File: config.mk
export PLATFORM = sky130hd
export DESIGN_NAME = vga_bounce_box
export DESIGN_NICKNAME = d
export VERILOG_FILES = /design/src/rtl/vga_bounce_box_pkg.sv /design/src/rtl/vga_box_axis.sv /design/src/rtl/vga_bounce_box.sv
export VERILOG_INCLUDE_DIRS = /design/src /design/src/rtl
export SDC_FILE = /design/constraint.sdc
export NUM_CORES = 1
export LEC_CHECK = 0
export ABC_CLOCK_PERIOD_IN_PS = 5200
export CAP_MARGIN = 20
export CELL_PAD_IN_SITES_DETAIL_PLACEMENT = 0
export CELL_PAD_IN_SITES_GLOBAL_PLACEMENT = 1
export CORE_AREA = 2 2 105 107
export DETAILED_ROUTE_END_ITERATION = 16
export DIE_AREA = 0 0 107 109
export HOLD_SLACK_MARGIN = 0.12
export PLACE_DENSITY = 0.65
export SLEW_MARGIN = 5
export SYNTH_ARGS = -nofsm -noshare
export SYNTH_HDL_FRONTEND = slang
export SYNTH_SLANG_ARGS = --single-unit
File: constraint.sdc
create_clock -name vga_clk -period 5.2 [get_ports vga_clk]
set_clock_uncertainty 0.1 [all_clocks]
set_input_delay 1.04 -clock vga_clk [delete_from_list [all_inputs] [get_ports vga_clk]]
set_output_delay 1.04 -clock vga_clk [all_outputs]
set_load 0.005 [all_outputs]
File: src/rtl/vga_params.vh
// Shared VGA constants: visible-area geometry and the 8-entry RGB565
// palette. Included inside the scope that needs them (package or module),
// so it carries declarations only and no include guard: each including
// scope gets its own copy.
localparam int VGA_H_VALID = 640;
localparam int VGA_V_VALID = 480;

localparam logic [15:0] VGA_PAL_RED     = 16'hF800;
localparam logic [15:0] VGA_PAL_GREEN   = 16'h07E0;
localparam logic [15:0] VGA_PAL_BLUE    = 16'h001F;
localparam logic [15:0] VGA_PAL_YELLOW  = 16'hFFE0;
localparam logic [15:0] VGA_PAL_CYAN    = 16'h07FF;
localparam logic [15:0] VGA_PAL_MAGENTA = 16'hF81F;
localparam logic [15:0] VGA_PAL_WHITE   = 16'hFFFF;
localparam logic [15:0] VGA_PAL_ORANGE  = 16'hFD20;

File: src/rtl/vga_bounce_box_pkg.sv
// vga_bounce_box_pkg
//   Types, widths and the palette lookup shared by the bouncing-box
//   renderer (vga_bounce_box) and its per-axis motion block (vga_box_axis).
package vga_bounce_box_pkg;

  `include "vga_params.vh"

  localparam int COORD_W = 10;  // pixel coordinate / box position width
  localparam int POS_W   = 11;  // one extra bit so pos+STEP and pos+BOX_SIZE never wrap

  // Coordinate value the timing generator presents outside the active area.
  localparam logic [COORD_W-1:0] COORD_OFF = 10'h3FF;

  typedef logic [15:0] rgb565_t;

  // Direction of travel along one axis.
  typedef enum logic {
    DIR_POS = 1'b0,
    DIR_NEG = 1'b1
  } dir_e;

  function automatic rgb565_t palette_color(input logic [2:0] idx);
    rgb565_t c;
    case (idx)
      3'd0:    c = VGA_PAL_RED;
      3'd1:    c = VGA_PAL_GREEN;
      3'd2:    c = VGA_PAL_BLUE;
      3'd3:    c = VGA_PAL_YELLOW;
      3'd4:    c = VGA_PAL_CYAN;
      3'd5:    c = VGA_PAL_MAGENTA;
      3'd6:    c = VGA_PAL_WHITE;
      default: c = VGA_PAL_ORANGE;
    endcase
    return c;
  endfunction

endpackage

File: src/rtl/vga_box_axis.sv
// vga_box_axis
//   Position and direction of the box along one axis. On each tick with
//   en high the position advances by STEP in the current direction; hitting
//   either wall clamps the position to the wall, reverses direction and
//   raises hit for that tick cycle.
//
// Ports
//   clk    : pixel clock
//   rst_n  : asynchronous active-low reset (pos = 0, direction = +)
//   tick   : one-cycle frame pulse; the only time the position may change
//   en     : motion enable, sampled together with tick
//   pos    : current box position along this axis (0..LIMIT)
//   hit    : combinational, high during the tick cycle that hits a wall
module vga_box_axis
  import vga_bounce_box_pkg::*;
#(
  parameter int LIMIT = 608,
  parameter int STEP  = 2
) (
  input  logic               clk,
  input  logic               rst_n,
  input  logic               tick,
  input  logic               en,
  output logic [COORD_W-1:0] pos,
  output logic               hit
);

  localparam logic [POS_W-1:0] LIMIT_W = POS_W'(LIMIT);
  localparam logic [POS_W-1:0] STEP_W  = POS_W'(STEP);

  logic [COORD_W-1:0] pos_reg, pos_next;
  dir_e               dir_reg, dir_next;
  logic               hit_next;
  logic [POS_W-1:0]   pos_wide;
  logic [POS_W-1:0]   pos_plus;
  logic [POS_W-1:0]   pos_minus;

  assign pos_wide  = {1'b0, pos_reg};
  assign pos_plus  = pos_wide + STEP_W;
  assign pos_minus = pos_wide - STEP_W;

  // State register.
  always_ff @(posedge clk or negedge rst_n) begin
    if (!rst_n) begin
      pos_reg <= '0;
      dir_reg <= DIR_POS;
    end else begin
      pos_reg <= pos_next;
      dir_reg <= dir_next;
    end
  end

  // Next-state logic. The decrement compare uses <= so a step that would
  // land exactly on 0 is also treated as a wall hit.
  always_comb begin
    pos_next = pos_reg;
    dir_next = dir_reg;
    hit_next = 1'b0;
    if (tick && en) begin
      case (dir_reg)
        DIR_POS: begin
          if (pos_plus >= LIMIT_W) begin
            pos_next = LIMIT_W[COORD_W-1:0];
            dir_next = DIR_NEG;
            hit_next = 1'b1;
          end else begin
            pos_next = pos_plus[COORD_W-1:0];
          end
        end
        default: begin
          if (pos_wide <= STEP_W) begin
            pos_next = '0;
            dir_next = DIR_POS;
            hit_next = 1'b1;
          end else begin
            pos_next = pos_minus[COORD_W-1:0];
          end
        end
      endcase
    end
  end

  // Outputs.
  always_comb begin
    pos = pos_reg;
    hit = hit_next;
  end

endmodule

File: src/rtl/vga_bounce_box.sv
// vga_bounce_box
//   Draws a BOX_SIZE x BOX_SIZE square that bounces around the visible area,
//   moving STEP pixels per axis once per frame and changing colour on every
//   wall hit. Pixel output is registered (one cycle after the coordinate).
//
// Ports
//   vga_clk   : pixel clock
//   sys_rst_n : asynchronous active-low reset
//   pix_x     : current column (0..H_VALID-1, 10'h3FF outside active area)
//   pix_y     : current row    (0..V_VALID-1, 10'h3FF outside active area)
//   move_en   : level; box moves at a frame boundary only while high
//   pix_data  : RGB565 colour for the coordinate presented one cycle earlier
//   bounce    : one-cycle pulse after a frame update that hit any wall
module vga_bounce_box
  import vga_bounce_box_pkg::*;
#(
  parameter int          H_VALID  = VGA_H_VALID,
  parameter int          V_VALID  = VGA_V_VALID,
  parameter int          BOX_SIZE = 32,
  parameter int          STEP     = 2,
  parameter logic [15:0] BG_COLOR = 16'h0000
) (
  input  logic               vga_clk,
  input  logic               sys_rst_n,
  input  logic [COORD_W-1:0] pix_x,
  input  logic [COORD_W-1:0] pix_y,
  input  logic               move_en,
  output logic [15:0]        pix_data,
  output logic               bounce
);

  localparam logic [COORD_W-1:0] H_LAST = COORD_W'(H_VALID - 1);
  localparam logic [COORD_W-1:0] V_LAST = COORD_W'(V_VALID - 1);
  localparam logic [POS_W-1:0]   BOX_W  = POS_W'(BOX_SIZE);

  logic               frame_tick_reg;
  logic               bounce_reg;
  logic [2:0]         color_idx_reg;
  rgb565_t            pix_data_reg;

  logic [COORD_W-1:0] pix_coord [2];
  logic [COORD_W-1:0] box_pos   [2];
  logic [1:0]         hit_vec;
  logic [1:0]         axis_inside;
  logic               any_hit;
  logic               in_box;

  assign pix_coord[0] = pix_x;
  assign pix_coord[1] = pix_y;

  // Axis 0 is X (limited by the line width), axis 1 is Y (frame height).
  // Both see the same registered frame tick, so the box only moves after
  // the last visible pixel, i.e. during blanking.
  genvar gi;
  generate
    for (gi = 0; gi < 2; gi++) begin : g_axis
      localparam int AXIS_LIMIT = (gi == 0) ? (H_VALID - BOX_SIZE) : (V_VALID - BOX_SIZE);

      vga_box_axis #(
        .LIMIT (AXIS_LIMIT),
        .STEP  (STEP)
      ) u_axis (
        .clk   (vga_clk),
        .rst_n (sys_rst_n),
        .tick  (frame_tick_reg),
        .en    (move_en),
        .pos   (box_pos[gi]),
        .hit   (hit_vec[gi])
      );

      // Widened compare so box_pos + BOX_SIZE cannot wrap; the off-screen
      // marker is excluded explicitly rather than relying on its magnitude.
      assign axis_inside[gi] = (pix_coord[gi] != COORD_OFF)
                            && ({1'b0, pix_coord[gi]} >= {1'b0, box_pos[gi]})
                            && ({1'b0, pix_coord[gi]} <  ({1'b0, box_pos[gi]} + BOX_W));
    end
  endgenerate

  // A corner (both axes at once) still counts as a single hit.
  assign any_hit = |hit_vec;
  assign in_box  = &axis_inside;

  always_ff @(posedge vga_clk or negedge sys_rst_n) begin
    if (!sys_rst_n) begin
      frame_tick_reg <= 1'b0;
      bounce_reg     <= 1'b0;
      color_idx_reg  <= '0;
      pix_data_reg   <= '0;
    end else begin
      frame_tick_reg <= (pix_x == H_LAST) && (pix_y == V_LAST);
      bounce_reg     <= any_hit;
      if (any_hit) begin
        color_idx_reg <= color_idx_reg + 3'd1;
      end
      pix_data_reg   <= in_box ? palette_color(color_idx_reg) : BG_COLOR;
    end
  end

  assign pix_data = pix_data_reg;
  assign bounce   = bounce_reg;

endmodule

==> impl_results.md, run 1 <==
* # rows at 38
* Fin crit share at 0.544
* Initial DRC Count at 208
* Cell variety after synth at 69
* Finished Cell Area at 3550 µm²
* Die W at 107 µm
* Number of I/O port buffers at 39
* Global-route wire length before repair at 13,600 µm
* Gr usage total at 0.149
* Post-CTS Setup Inserts at 0
* Pwr dens at 135 nW/µm²
* Top FF cell, synth: dfrtp_1
* Sequential-to-total area share from yosys stat at 0.236
* Post-Place Cells at 511
* Nets at 444
* Critical Path RT at 5.28 ns
* Hold Buf Count CTS at 0
* Critical path endpoint category: flip-flop
* Worst setup SP type: flip-flop
* Post-synth EDFFs at 0
* Antenna Cells at 0
* Tightest Pin Transition at 0.655 ns
* Mapped Nets at 424
* Lkg Pwr at 0.00142 µW
* Critical path type: flip-flop to flip-flop
* Cts repair resizes at 0
* Starting Density at 0.290
* Max-slew headroom at 0.563
* Hold Crit Class: flip-flop to flip-flop
* Vias in the first global route at 2,671
* Final HPWL DP at 6250 µm
* Critical path arrival at 2.91 ns
* CTS tree: done
* Fmax at 0.354 GHz
* Synthesis Warnings at 0
* Largest register FFs at 18
* Outcome: finished clean
* I/O Pins at 40
* Largest net degree at the start of global routing at 30
* Avg Inst Size Synth at 8.59 µm²
* Core Area at 10,600 µm²
* Final Hold Violating Endpoints at 0
* Post-Route WL at 8190 µm
* Initial antenna violation count at 0
* Vias/cell at 5.30
* Fin util at 0.335
* Clock root cell: clkbuf_8
* Vias at 2,749
* Sum Neg Setup Slack at 0 ns
* Total CTS buffers at 5
* Crit path max fanout at 14
* Die height at 109 µm
* RSZ-0062 raised after global routing: false
* Layout cells sized above 1 at 0.0792
* Final setup fails at 0
* Residual DRC at 0
* # Max-Cap Violations at 0
* Mapped Area at 3070 µm²
* Flop and latch count out of synthesis at 29
* Antenna-violating nets left at 0
* VDD IR-drop max at 72.8 µV
* RD Place Congestion at 0.858
* Period minus WS final at 2.83 ns
* Async SR Flop Fraction at 1.00
* DRT Pass-1 Iters at 4
* H-tree Lvls at 2
* Count of pins over their slew limit at 0
* Die area at 11,700 µm²
* Syn Inst Count at 358
* Worst-skew pair later-pin latency at 0.30 ns
* CTS clk-pin slew, worst paths at 0.07 ns
* Grt total ovfl at 0
* Final Instance Count excl. Fillers at 519
* Drt wl/cell at 15.8 µm
* Cell area after placement at 3460 µm²
* Clk sinks at 29
* Clock Tree Buf Depth at 2
* Filler instances at 1,063
* Area delta synth->final at 15.4%
[layer usage]
metal  global-route usage  share of wire  vias up
met5                    0              0        -
met4               0.0427          0.015        0
met3               0.0233          0.044        9
met2                0.258           0.48       54
met1                0.191           0.46     1315
li1                     -              -     1371
[final cells by class]
cell class | count | area [µm²] | share of cell area
tap | 140 | 175 | 0.0494
inverter | 29 | 109 | 0.0307
clock inverter | 3 | 17.5 | 0.00494
timing repair buffer | 40 | 398 | 0.112
clock buffer | 5 | 68.8 | 0.0194
sequential | 29 | 726 | 0.205
multi-input combinational | 273 | 2050 | 0.579
[path summary, 6_finish.rpt]
kind | from | cells past startpoint | to | slack [ns]
max in group asynchronous | sys_rst_n | 2 | g_axis[0].u_axis.pos[7] | 3.65
min | color_idx_reg[1] | 1 | color_idx_reg[1] | 0.49
max | g_axis[0].u_axis.pos[5] | 8 | color_idx_reg[1] | 2.37
min in group asynchronous | sys_rst_n | 2 | g_axis[1].u_axis.pos[1] | 1.04
min reg2reg | color_idx_reg[1] | 1 | color_idx_reg[1] | 0.49
max reg2reg | g_axis[0].u_axis.pos[5] | 8 | color_idx_reg[1] | 2.37
[critical path, cell delays in order (launching register included)]
cell and delay (ns):
dfrtp_1 0.63, inv_1 0.23, ha_1 0.29, and2_1 0.17
o2111ai_1 0.27, nand2_1 0.36, o221ai_4 0.20, a21oi_4 0.14
mux2_4 0.32
[metrics by stage]
stage / hold WS (ns) / total power (µW) / setup WS [ns]
after floorplan: 0.402 / 255 / 2.83
after global placement: 0.461 / 290 / 2.17
after detailed placement: 0.464 / 291 / 2.08
after CTS: 0.486 / 487 / 2.37
after global routing: 0.518 / 502 / 2.17
final: 0.491 / 480 / 2.37
[power by group]
group | switching (µW) | total (µW) | internal, µW | leakage, µW
sequential | 1.09 | 227 | 226 | 0.000342
combinational | 26.2 | 59.0 | 32.8 | 0.00103
clock | 102 | 194 | 92.3 | 0.0000439
[layout by cell type, fill, tap and decap left out, types with 2 or more instances in the layout]
master / Yosys / final
and2_1: 5 / 5
o21a_1: 3 / 3
xnor2_1: 11 / 11
nor3_1: 12 / 12
o21ai_1: 4 / 4
a221oi_1: 4 / 4
nand2_1: 18 / 18
and4_2: 2 / 2
a211oi_1: 2 / 2
clkbuf_8: 1 / 5
and3_1: 4 / 4
nor2_1: 17 / 17
a21o_1: 3 / 3
ha_1: 43 / 43
clkinv_2: 0 / 2
nand3_1: 16 / 16
inv_1: 29 / 29
o21ai_2: 2 / 2
nand2b_1: 2 / 2
o211a_4: 2 / 2
a31oi_1: 6 / 6
o31ai_1: 4 / 4
o22ai_1: 5 / 5
o21ai_0: 21 / 21
a31o_2: 3 / 3
o221ai_1: 2 / 2
mux2i_1: 3 / 3
a21oi_1: 17 / 17
nand4_1: 8 / 8
a22oi_1: 6 / 6
a221o_1: 2 / 2
o211ai_1: 3 / 3
dfrtp_1: 29 / 29
clkdlybuf4s50_1: 0 / 39
nor4_1: 10 / 10
a22o_1: 2 / 2
a32o_1: 2 / 2
[synth_stat cells, types with 2 or more instances]
master,n,share of area
o21ai_2,2,0.0057
a21oi_1,17,0.028
buf_6,2,0.0073
inv_1,29,0.035
nor3_1,12,0.020
clkbuf_1,5,0.0061
buf_2,5,0.0081
nand2_1,18,0.022
o21ai_0,21,0.034
mux2i_1,3,0.0098
nand4_1,8,0.016
xnor2_1,11,0.031
a22o_1,2,0.0057
dfrtp_1,29,0.24
o211a_4,2,0.011
o31ai_1,4,0.0098
and2_1,5,0.010
nand2b_1,2,0.0041
a211oi_1,2,0.0049
a31o_2,3,0.0085
a32o_1,2,0.0065
nand3_1,16,0.026
a31oi_1,6,0.012
o221ai_1,2,0.0057
o211ai_1,3,0.0073
and4_2,2,0.0065
nor4_1,10,0.020
o21a_1,3,0.0073
a221o_1,2,0.0065
ha_1,43,0.18
o21ai_1,4,0.0065
and3_1,4,0.0081
o22ai_1,5,0.010
a21o_1,3,0.0073
buf_4,13,0.032
a22oi_1,6,0.015
nor2_1,17,0.021
a221oi_1,4,0.011
[logic make-up after synthesis]
family          synth area share
compound gates             0.258
simple gates               0.184
buf+inv                   0.0956
fa+ha+maj                  0.175
flops                      0.236
xor+xnor                  0.0313
mux                       0.0191
Note: power is estimated with default switching activity, not from simulation.
==> inputs of run 2 (changes only) <==
Settings changed: ABC_CLOCK_PERIOD_IN_PS 5200 to 2700.
Clock period 5.2 ns to 2.7 ns, I/O delays scaled along.
==> run 2 against run 1 <==
Net effect: non-clock buffer count rose by 17; critical endpoint is now pix_data[9]; final area rose by 3.6%; clock-buffer cell count stayed put; highest routed layer unchanged; sequential share of layout area decreased by 0.71 points; worst setup slack got worse by 2.1 ns.
==> impl_results.md, run 2 (same netlist as run 1, synthesis figures left out) <==
* Crit path max fanout at 6
* Fmax at 0.407 GHz
* Residual DRC at 0
* DRT Pass-1 Iters at 4
* Hold Crit Class: flip-flop to flip-flop
* RD Place Congestion at 0.815
* Lkg Pwr at 0.00150 µW
* Largest net degree at the start of global routing at 30
* Final setup fails at 0
* Max-slew headroom at 0.678
* # Max-Cap Violations at 0
* RSZ-0062 raised after global routing: false
* Hold Buf Count CTS at 0
* Largest register FFs at 18
* Sum Neg Setup Slack at 0 ns
* Number of I/O port buffers at 39
* Pwr Total at 932 µW
* Slowest CP cell: dfrtp_1
* CTS tree: done
* CTS clk-pin slew, worst paths at 0.08 ns
* Post-CTS Setup Inserts at 0
* H-tree Lvls at 2
* Commonest non-fill, non-tap cell in the layout: ha_1
* Critical Path RT at 2.78 ns
* I/O Pins at 40
* Pwr dens at 253 nW/µm²
* Critical path arrival at 2.54 ns
* Delay-heaviest family, CP: compound AO/OA/AOI/OAI gates
* VDD IR-drop max at 144 µV
* WP buf/inv at 1
* Tightest Pin Transition at 0.479 ns
* Final HPWL DP at 6560 µm
* Count of pins over their slew limit at 0
* Die height at 109 µm
* Antenna Cells at 0
* Layout cells sized above 1 at 0.119
* Most frequent cells in the layout: ha_1 (43), clkdlybuf4s50_1 (39), inv_1 (29), dfrtp_1 (29), o21ai_0 (21)
* Critical path type: flip-flop to flip-flop
* Post-Route WL at 8470 µm
* Filler instances at 1,101
* Slowest stage delay, CP at 0.48 ns
* Global-route wire length before repair at 14,300 µm
* Initial DRC Count at 200
* Final Hold Violating Endpoints at 0
* Worst-skew pair later-pin latency at 0.29 ns
* Starting Density at 0.290
* Vias/cell at 5.36
* Area delta synth->final at 19.6%
* Vias in the first global route at 2,736
* Grt total ovfl at 0
* Clk sinks at 29
* Total CTS buffers at 5
* Antenna-violating nets left at 0
* Period minus WS final at 2.46 ns
* Cts repair resizes at 0
* Crit path cell chain: ha_1, buf_4, xnor2_1, ha_1, o21a_1, o21a_1, o22ai_1, a21o_1, nand2_1, nor4_1
* Fin crit share at 0.911
* # rows at 38
* Vias at 2,872
* Outcome: finished clean
* Worst setup SP type: flip-flop
* Initial antenna violation count at 0
* Die area at 11,700 µm²
* Critical path endpoint category: flip-flop
* Clock root cell: clkbuf_8
* Nets at 461
* Gr usage total at 0.154
* Clock Tree Buf Depth at 2
* Drt wl/cell at 15.8 µm
* Core Area at 10,600 µm²
* Die W at 107 µm
run 2: path summary, 6_finish.rpt:
path,from,end,slack [ns],depth (start not counted)
max,g_axis[0].u_axis.pos[5],pix_data[9],0.24,10
min reg2reg,g_axis[0].u_axis.pos[9],g_axis[0].u_axis.pos[9],0.46,1
max reg2reg,g_axis[0].u_axis.pos[5],pix_data[9],0.24,10
min,g_axis[0].u_axis.pos[9],g_axis[0].u_axis.pos[9],0.46,1
max in group asynchronous,sys_rst_n,color_idx_reg[0],1.65,2
min in group asynchronous,sys_rst_n,g_axis[0].u_axis.pos[1],0.54,2
run 2: power by group:
part           leakage (µW)  switching (µW)  internal (µW)
registers          0.000342            2.16            436
logic               0.00112            49.8           63.0
clock network     0.0000439             203            178
total               0.00150             255            677
run 2: final cells by class:
cell class,instances,area [µm²],area share
inverters,29,109,0.0296
well taps,140,175,0.0477
clock buffers,5,68.8,0.0187
clock inverters,3,17.5,0.00477
flip-flops and latches,29,726,0.197
multi-input cells,273,2050,0.559
repair buffers,57,526,0.143
run 2: through the flow:
step / utilization / setup slack [ns] / area (µm²) / instances / hold WS, ns
3_5_place_dp: 0.339 / 0.0898 / 3590 / 528 / 0.442
4_1_cts: 0.347 / 0.210 / 3680 / 536 / 0.465
3_3_place_gp: 0.339 / 0.166 / 3590 / 528 / 0.456
5_1_grt: 0.347 / 0.0651 / 3680 / 536 / 0.491
6_report: 0.347 / 0.240 / 3680 / 536 / 0.462
2_1_floorplan: - / 0.480 / 3070 / 358 / 0.144
run 2: routing by layer:
layer  routed length (µm)  global-route usage  up-vias
met1                 3970               0.204     1392
met3                  344              0.0209        6
li1                     -                   -     1409
met4                   82              0.0408        0
met5                    0                   0        -
met2                 4080               0.264       65
